===== src/rtl/sha256_pkg.sv =====
// ----------------------------------------------------------------------------
// sha256_pkg
// Shared definitions for the SHA-256 message front end:
//   - FSM state encoding for sha256_msg_packer
//   - block geometry constants (MAX_MSG_BYTES, BLOCK_WORDS, PAD_BYTE)
//   - pad_byte(): value of one byte of the padded single-block message
// ----------------------------------------------------------------------------
package sha256_pkg;

   localparam logic [1:0] S_IDLE      = 2'd0;
   localparam logic [1:0] S_COLLECT   = 2'd1;
   localparam logic [1:0] S_WAIT_CORE = 2'd2;
   localparam logic [1:0] S_SEND      = 2'd3;

   localparam int         MAX_MSG_BYTES = 55;
   localparam int         BLOCK_WORDS   = 16;
   localparam logic [7:0] PAD_BYTE      = 8'h80;

   // Byte j of the padded block for a message of len bytes. data is the
   // stored buffer byte at position j; it is only used when j < len, so
   // stale bytes from an earlier, longer message never leak out.
   // len*8 is at most 440, so only the two lowest length bytes (62, 63)
   // can ever be non-zero.
   function automatic logic [7:0] pad_byte(input logic [5:0] j,
                                           input logic [5:0] len,
                                           input logic [7:0] data);
      logic [15:0] len_bits;
      len_bits = {7'd0, len, 3'd0};
      if (j < len)             return data;
      else if (j == len)       return PAD_BYTE;
      else if (j == 6'd62)     return len_bits[15:8];
      else if (j == 6'd63)     return len_bits[7:0];
      else                     return 8'h00;
   endfunction

endpackage


===== src/rtl/sha256_pad_word.sv =====
// ----------------------------------------------------------------------------
// sha256_pad_word
// Purely combinational: builds padded block word w from the four stored
// message bytes at positions 4w..4w+3 and the message length.
// Ports:
//   word_idx  in  4   word index w (0..15)
//   msg_len   in  6   message length L in bytes (0..55)
//   buf_word  in  32  stored bytes 4w..4w+3, byte 4w in the MSBs
//   pad_word  out 32  padded word, big-endian
// ----------------------------------------------------------------------------
module sha256_pad_word
   import sha256_pkg::*;
(
   input  logic [3:0]  word_idx,
   input  logic [5:0]  msg_len,
   input  logic [31:0] buf_word,
   output logic [31:0] pad_word
);

   // NOTE: every always_comb output gets a default before any branch so no
   // path leaves it unassigned, which would otherwise infer a latch.
   always_comb begin
      pad_word = '0;
      for (int k = 0; k < 4; k++) begin
         pad_word[31-8*k -: 8] = pad_byte({word_idx, 2'(k)}, msg_len,
                                          buf_word[31-8*k -: 8]);
      end
   end

endmodule


===== src/rtl/sha256_msg_packer.sv =====
// ----------------------------------------------------------------------------
// sha256_msg_packer
// Receives a length-prefixed byte stream (length byte, then L data bytes,
// L = 0..55), stores it, and once the SHA-256 core is idle delivers the
// 16-word single-block padded message, one word per cycle.
// Optional feature macro: MP_TIMEOUT_EN -- aborts a message whose bytes stop
// arriving for TIMEOUT_CYCLES cycles while collecting.
// Parameters:
//   DATA_WIDTH      word width toward the core (must be 32)
//   TIMEOUT_CYCLES  inter-byte timeout, used only with MP_TIMEOUT_EN
// Ports:
//   clk           in   1   system clock
//   rst           in   1   asynchronous reset, active-high
//   Rx_dv_in      in   1   Rx_byte_in valid (one-cycle pulse)
//   Rx_byte_in    in   8   received byte
//   core_idle_in  in   1   core can accept a new block
//   message_out   out  32  padded block word, big-endian
//   MP_dv_out     out  1   message_out valid (16 back-to-back pulses/block)
//   busy_out      out  1   high whenever not idle
//   error_out     out  1   one-cycle error pulse
// ----------------------------------------------------------------------------
module sha256_msg_packer
   import sha256_pkg::*;
#(
   parameter int DATA_WIDTH     = 32,
   parameter int TIMEOUT_CYCLES = 1_000_000
) (
   input  logic                  clk,
   input  logic                  rst,
   input  logic                  Rx_dv_in,
   input  logic [7:0]            Rx_byte_in,
   input  logic                  core_idle_in,
   output logic [DATA_WIDTH-1:0] message_out,
   output logic                  MP_dv_out,
   output logic                  busy_out,
   output logic                  error_out
);

   logic [1:0]  state_q, state_d;
   logic [5:0]  len_q,   len_d;
   logic [5:0]  cnt_q,   cnt_d;
   logic [3:0]  word_q,  word_d;
   logic [DATA_WIDTH-1:0] msg_q, msg_d;
   logic        dv_q,    dv_d;
   logic        busy_q,  busy_d;
   logic        err_q,   err_d;

   // Message buffer held as 16 big-endian words so the word being sent is a
   // plain index; byte j lives in word j/4, lane 3 - j%4.
   logic [BLOCK_WORDS-1:0][31:0] buf_q, buf_d;

   logic [31:0] pad_word;

`ifdef MP_TIMEOUT_EN
   localparam int TMO_W = $clog2(TIMEOUT_CYCLES + 1);
   logic [TMO_W-1:0] tmo_q, tmo_d;
`endif

   sha256_pad_word u_pad_word (
      .word_idx (word_q),
      .msg_len  (len_q),
      .buf_word (buf_q[word_q]),
      .pad_word (pad_word)
   );

   always_comb begin
      state_d = state_q;
      len_d   = len_q;
      cnt_d   = cnt_q;
      word_d  = word_q;
      buf_d   = buf_q;
      msg_d   = '0;     // word bus is zero whenever MP_dv_out is low
      dv_d    = 1'b0;
      err_d   = 1'b0;
`ifdef MP_TIMEOUT_EN
      tmo_d   = tmo_q;
`endif

      case (state_q)
         S_IDLE: begin
            if (Rx_dv_in) begin
               if (Rx_byte_in > 8'(MAX_MSG_BYTES)) begin
                  err_d = 1'b1;
               end else if (Rx_byte_in == 8'd0) begin
                  len_d   = 6'd0;
                  state_d = S_WAIT_CORE;
               end else begin
                  len_d   = Rx_byte_in[5:0];
                  cnt_d   = 6'd0;
                  state_d = S_COLLECT;
`ifdef MP_TIMEOUT_EN
                  tmo_d   = '0;
`endif
               end
            end
         end

         S_COLLECT: begin
            if (Rx_dv_in) begin
               buf_d[cnt_q[5:2]][{~cnt_q[1:0], 3'b000} +: 8] = Rx_byte_in;
               cnt_d = cnt_q + 6'd1;
               if (cnt_q + 6'd1 == len_q) state_d = S_WAIT_CORE;
`ifdef MP_TIMEOUT_EN
               tmo_d = '0;
            end else if (tmo_q == TMO_W'(TIMEOUT_CYCLES - 1)) begin
               // TIMEOUT_CYCLES silent cycles: drop the partial message.
               err_d   = 1'b1;
               state_d = S_IDLE;
            end else begin
               tmo_d = tmo_q + 1'b1;
`endif
            end
         end

         S_WAIT_CORE: begin
            if (Rx_dv_in) err_d = 1'b1;
            if (core_idle_in) begin
               word_d  = 4'd0;
               state_d = S_SEND;
            end
         end

         S_SEND: begin
            // core_idle_in is deliberately ignored: the block always goes
            // out as 16 contiguous words once started.
            if (Rx_dv_in) err_d = 1'b1;
            dv_d   = 1'b1;
            msg_d  = pad_word;
            word_d = word_q + 4'd1;
            if (word_q == 4'(BLOCK_WORDS - 1)) state_d = S_IDLE;
         end

         default: state_d = S_IDLE;
      endcase

      busy_d = (state_d != S_IDLE);
   end

   // NOTE: sequential state uses non-blocking assignments so every flop
   // samples the pre-edge values, independent of statement order.
   always_ff @(posedge clk or posedge rst) begin
      if (rst) begin
         state_q <= S_IDLE;
         len_q   <= '0;
         cnt_q   <= '0;
         word_q  <= '0;
         msg_q   <= '0;
         dv_q    <= 1'b0;
         busy_q  <= 1'b0;
         err_q   <= 1'b0;
`ifdef MP_TIMEOUT_EN
         tmo_q   <= '0;
`endif
      end else begin
         state_q <= state_d;
         len_q   <= len_d;
         cnt_q   <= cnt_d;
         word_q  <= word_d;
         msg_q   <= msg_d;
         dv_q    <= dv_d;
         busy_q  <= busy_d;
         err_q   <= err_d;
`ifdef MP_TIMEOUT_EN
         tmo_q   <= tmo_d;
`endif
      end
   end

   // NOTE: the message buffer is storage, not control; it has no reset
   // because bytes at j >= L are always replaced by padding, so stale or
   // unknown contents can never reach message_out.
   always_ff @(posedge clk) begin
      buf_q <= buf_d;
   end

   assign message_out = msg_q;
   assign MP_dv_out   = dv_q;
   assign busy_out    = busy_q;
   assign error_out   = err_q;

endmodule


===== config.mk =====
export PLATFORM = sky130hd
export DESIGN_NAME = sha256_msg_packer
export DESIGN_NICKNAME = d
export VERILOG_FILES = /design/src/rtl/sha256_pkg.sv /design/src/rtl/sha256_pad_word.sv /design/src/rtl/sha256_msg_packer.sv
export SDC_FILE = /design/constraint.sdc
export NUM_CORES = 1
export LEC_CHECK = 0
export CAP_MARGIN = 20
export CORE_ASPECT_RATIO = 0.7
export CORE_MARGIN = 8
export CORE_UTILIZATION = 59
export DETAILED_ROUTE_END_ITERATION = 7
export PLACE_DENSITY = 0.76
export RECOVER_POWER = 50
export SLEW_MARGIN = 10
export SYNTH_ARGS = -nofsm -noshare
export SYNTH_HDL_FRONTEND = slang
export SYNTH_SLANG_ARGS = --single-unit

===== constraint.sdc =====
create_clock -name clk -period 2.8 [get_ports clk]
set_input_delay 0.56 -clock clk [delete_from_list [all_inputs] [get_ports clk]]
set_output_delay 0.56 -clock clk [all_outputs]
set_load 0.02 [all_outputs]

==> results.sh <==
export IMPL_outcome="completed"
export IMPL_reg2reg_from="word_q[1]"
export IMPL_grt_setup_unrepaired="no"
export IMPL_vias=11784
export IMPL_regArea_um2=16700
export IMPL_maxCapViolations=0
export IMPL_hold_violations=0
export IMPL_cp_data_arrival_time_ns=2.84
export IMPL_grt_pass1_wl_um=77900
export IMPL_slew_headroom_pct=23.1
export IMPL_crit_buf_inv=5
export IMPL_first_global_vias=11765
export IMPL_port_buffers=46
export IMPL_p_leak_nw=8.51
export IMPL_crit_slowest_cell="dlygate4sd3_1"
export IMPL_p_switching_mw=7.40
export IMPL_highest_layer="met5"
export IMPL_syn_area_um2=22400
export IMPL_cpPeakStageDelay_ns=0.67
export IMPL_fin_area_um2=25500
export IMPL_grt_use_total_pct=23.7
export IMPL_syn_avg_cell_area_um2=19.7
export IMPL_cts_buffers=49
export IMPL_first_pass_iters=7
export IMPL_overflow=0
export IMPL_ys_warn_count=0
export IMPL_drt_wl_total_um=52300
export IMPL_core_um2=37300
export IMPL_critPathTopFamily="buffers and inverters"
export IMPL_wl_per_cell_um=28.6
export IMPL_postSynthCellCount=1133
export IMPL_cp_depth=8
export IMPL_setup_worst_path_start_class="primary input"
export IMPL_drt_met1_wl_um=21900
export IMPL_r2r_end="message_out[5]"
export IMPL_die_w_um=249
export IMPL_path_max_fanout=16
export IMPL_min_path_type="reg -> reg"
export IMPL_setup_slack_ns=0.189
export IMPL_detailedPlace_worstSlack_ns=-0.133
export IMPL_min_period_ns=2.61
export IMPL_ys_ff_latch=565
export IMPL_p_int_mw=17.1
export IMPL_clk_pin_slew_ns=0.06
export IMPL_combPwrFrac_pct=29.2
export IMPL_finalNonFillerCells=1828
export IMPL_fin_util_pct=68.4
export IMPL_rows=59
export IMPL_htree_levels=2
export IMPL_cts_root_buffer="clkbuf_16"
export IMPL_slew_viol_final=0
export IMPL_finClkSkew_ns=0.0283
export IMPL_hold_buffers=0
export IMPL_antenna_found_initial=2
export IMPL_drive_above_1_share_pct=22.7
export IMPL_dieArea_um2=44500
export IMPL_dr_wl_met3_um=5610
export IMPL_synth_top_flop_cell="edfxtp_1"
export IMPL_gp_congestion=0.962
export IMPL_hold_ws_ns=0.579
export IMPL_ys_types=47
export IMPL_clock_power_share_pct=27.9
export IMPL_clock_sink_count=565
export IMPL_multi_input_area_um2=5290
export IMPL_place_inst=1736
export IMPL_crit_end="buf_q[505]"
export IMPL_drc=0
export IMPL_synth_top_cells_by_count="edfxtp_1 (512), mux4_2 (139), nor2_1 (79)"
export IMPL_grt_start_max_net_pins=73
export IMPL_crit_path_start="Rx_dv_in"
export IMPL_powerDensity_nw_per_um2=960
export IMPL_yosysTopAreaCell="edfxtp_1"
export IMPL_post_dp_cell_area_um2=24100
export IMPL_synth_async_reset_ratio_pct=9.38
export IMPL_critPathRequiredTime_ns=3.03
export IMPL_setup_tns_ns=0
export IMPL_n_antenna_cell=0
export IMPL_hold_depth=1
export IMPL_reg2reg_depth=5
export IMPL_seqPwrFrac_pct=42.9
export IMPL_max_freq_mhz=383
export IMPL_min_from="len_q[5]"
export IMPL_cts_buffer_depth=3
export IMPL_irDropWorstVdd_mv=0.825
export IMPL_p_sw_share_pct=30.3
export IMPL_fin_crit_sh_pct=93.3
export IMPL_synthTopCellsByArea="edfxtp_1 (69%), mux4_2 (14%), dfrtp_1 (5.9%)"
export IMPL_ant_nets=0
export IMPL_cts_resized=0
export IMPL_synth_edf_count=512
export IMPL_start_util_pct=60.0
export IMPL_finalSetupViolCount=0
export IMPL_clock_latency_ns=0.58
export IMPL_path_cells="dlygate4sd3_1 > inv_1 > nor2_1 > clkbuf_1 > nand2_1 > clkbuf_2 > nor2_1 > clkbuf_2"
export IMPL_fp_dieH_um=179
export IMPL_post_cts_buffers=0
export IMPL_dp_hpwl_um=33100
export IMPL_fillerInstances=2388
export IMPL_pin_count=47
export IMPL_cts_tree="done"
export IMPL_wl_met2_um=23500
export IMPL_worstSetupPathType="in -> reg"
export IMPL_yosysSeqAreaShare_pct=74.6
export IMPL_finalNetCount=1322
export IMPL_syn2layout_area_growth_pct=13.9
export IMPL_r2r_setup_slack_ns=0.21
export IMPL_synth_most_common_cell="edfxtp_1"
export IMPL_cp_end_kind="flop"
export IMPL_yosysTopAreaCellShare_pct=68.7
export IMPL_total_power_mw=24.5
export IMPL_drt_iter0_drc=1613
export IMPL_synth_fp_nets=1156
export IMPL_tightest_slew_ns=1.15
export IMPL_avgViaCountPerCell=6.45
==> metal layers <==
metal  global-route usage [%]  vias to the layer above
li1                         -                     4887
met1                     36.0                     6070
met2                     35.7                      709
met3                     4.74                      116
met4                     5.46                        2
met5                        0                        -
==> final cells by class <==
cell class,count,share of cell area (%)
clock buffer,68,5.34
clock inverter,24,0.982
inverter,18,0.265
multi-input combinational,493,20.7
sequential,565,65.6
tap,488,2.40
timing repair buffer,172,4.72
==> cell families after synthesis <==
| family | Yosys count | share of synthesized area (%) |
|---|---|---|
| fa+ha+maj | 11 | 0.615 |
| buf+inv | 75 | 1.72 |
| flops | 565 | 74.6 |
| simple gates | 216 | 4.66 |
| compound gates | 89 | 2.67 |
| mux | 169 | 15.4 |
| xor+xnor | 8 | 0.313 |
==> cells in the final DEF (no fill, tap or decap), types with 9 or more instances in the layout <==
| master | instances |
|---|---|
| edfxtp_1 | 512 |
| mux4_2 | 139 |
| nor2_1 | 80 |
| clkbuf_1 | 58 |
| clkbuf_16 | 51 |
| dfrtp_1 | 50 |
| buf_4 | 48 |
| and2_1 | 43 |
| nand2_1 | 38 |
| dlygate4sd3_1 | 37 |
| clkbuf_2 | 32 |
| a211oi_1 | 30 |
| nor2b_1 | 22 |
| mux2i_1 | 22 |
| a21oi_1 | 19 |
| inv_1 | 18 |
| nand3_1 | 13 |
| clkinv_2 | 12 |
| ha_1 | 11 |
| o21ai_0 | 9 |
| o21ai_1 | 9 |
| clkdlybuf4s50_1 | 9 |
==> power by group through the flow <==
| stage | registers, mW | logic, mW | clock network [mW] |
|---|---|---|---|
| 2_1_floorplan | 10.7 | 4.67 | 0 |
| 3_5_place_dp | 10.7 | 7.17 | 0 |
| 5_1_grt | 10.5 | 7.59 | 7.21 |
| 4_1_cts | 10.5 | 7.25 | 6.91 |
| 6_report | 10.5 | 7.15 | 6.82 |
| 3_3_place_gp | 10.7 | 7.04 | 0 |
==> worst min-delay path by stage <==
stage / endpoint / slack, ns
6_report: len_q[5] / 0.58
5_1_grt: len_q[5] / 0.61
4_1_cts: message_out[26] / 0.35
3_5_place_dp: len_q[5] / 0.55
3_3_place_gp: len_q[5] / 0.54
2_1_floorplan: len_q[5] / 0.51
==> flip-flops by register name, indices dropped and copies added (netlist names) <==
register     cells
MP_dv_out        1
buf_q          512
busy_out         1
cnt_q            6
error_out        1
len_q            6
message_out     32
state_q          2
word_q           4
==> worst reg2reg max path, cell delays in order, from the launching register on <==
cell and delay [ns]:
dfrtp_4 0.46, clkbuf_2 0.78, mux4_2 0.50, mux4_2 0.50, inv_1 0.07, a21oi_1 0.13
No activity file was read; power rests on OpenSTA's default activity.
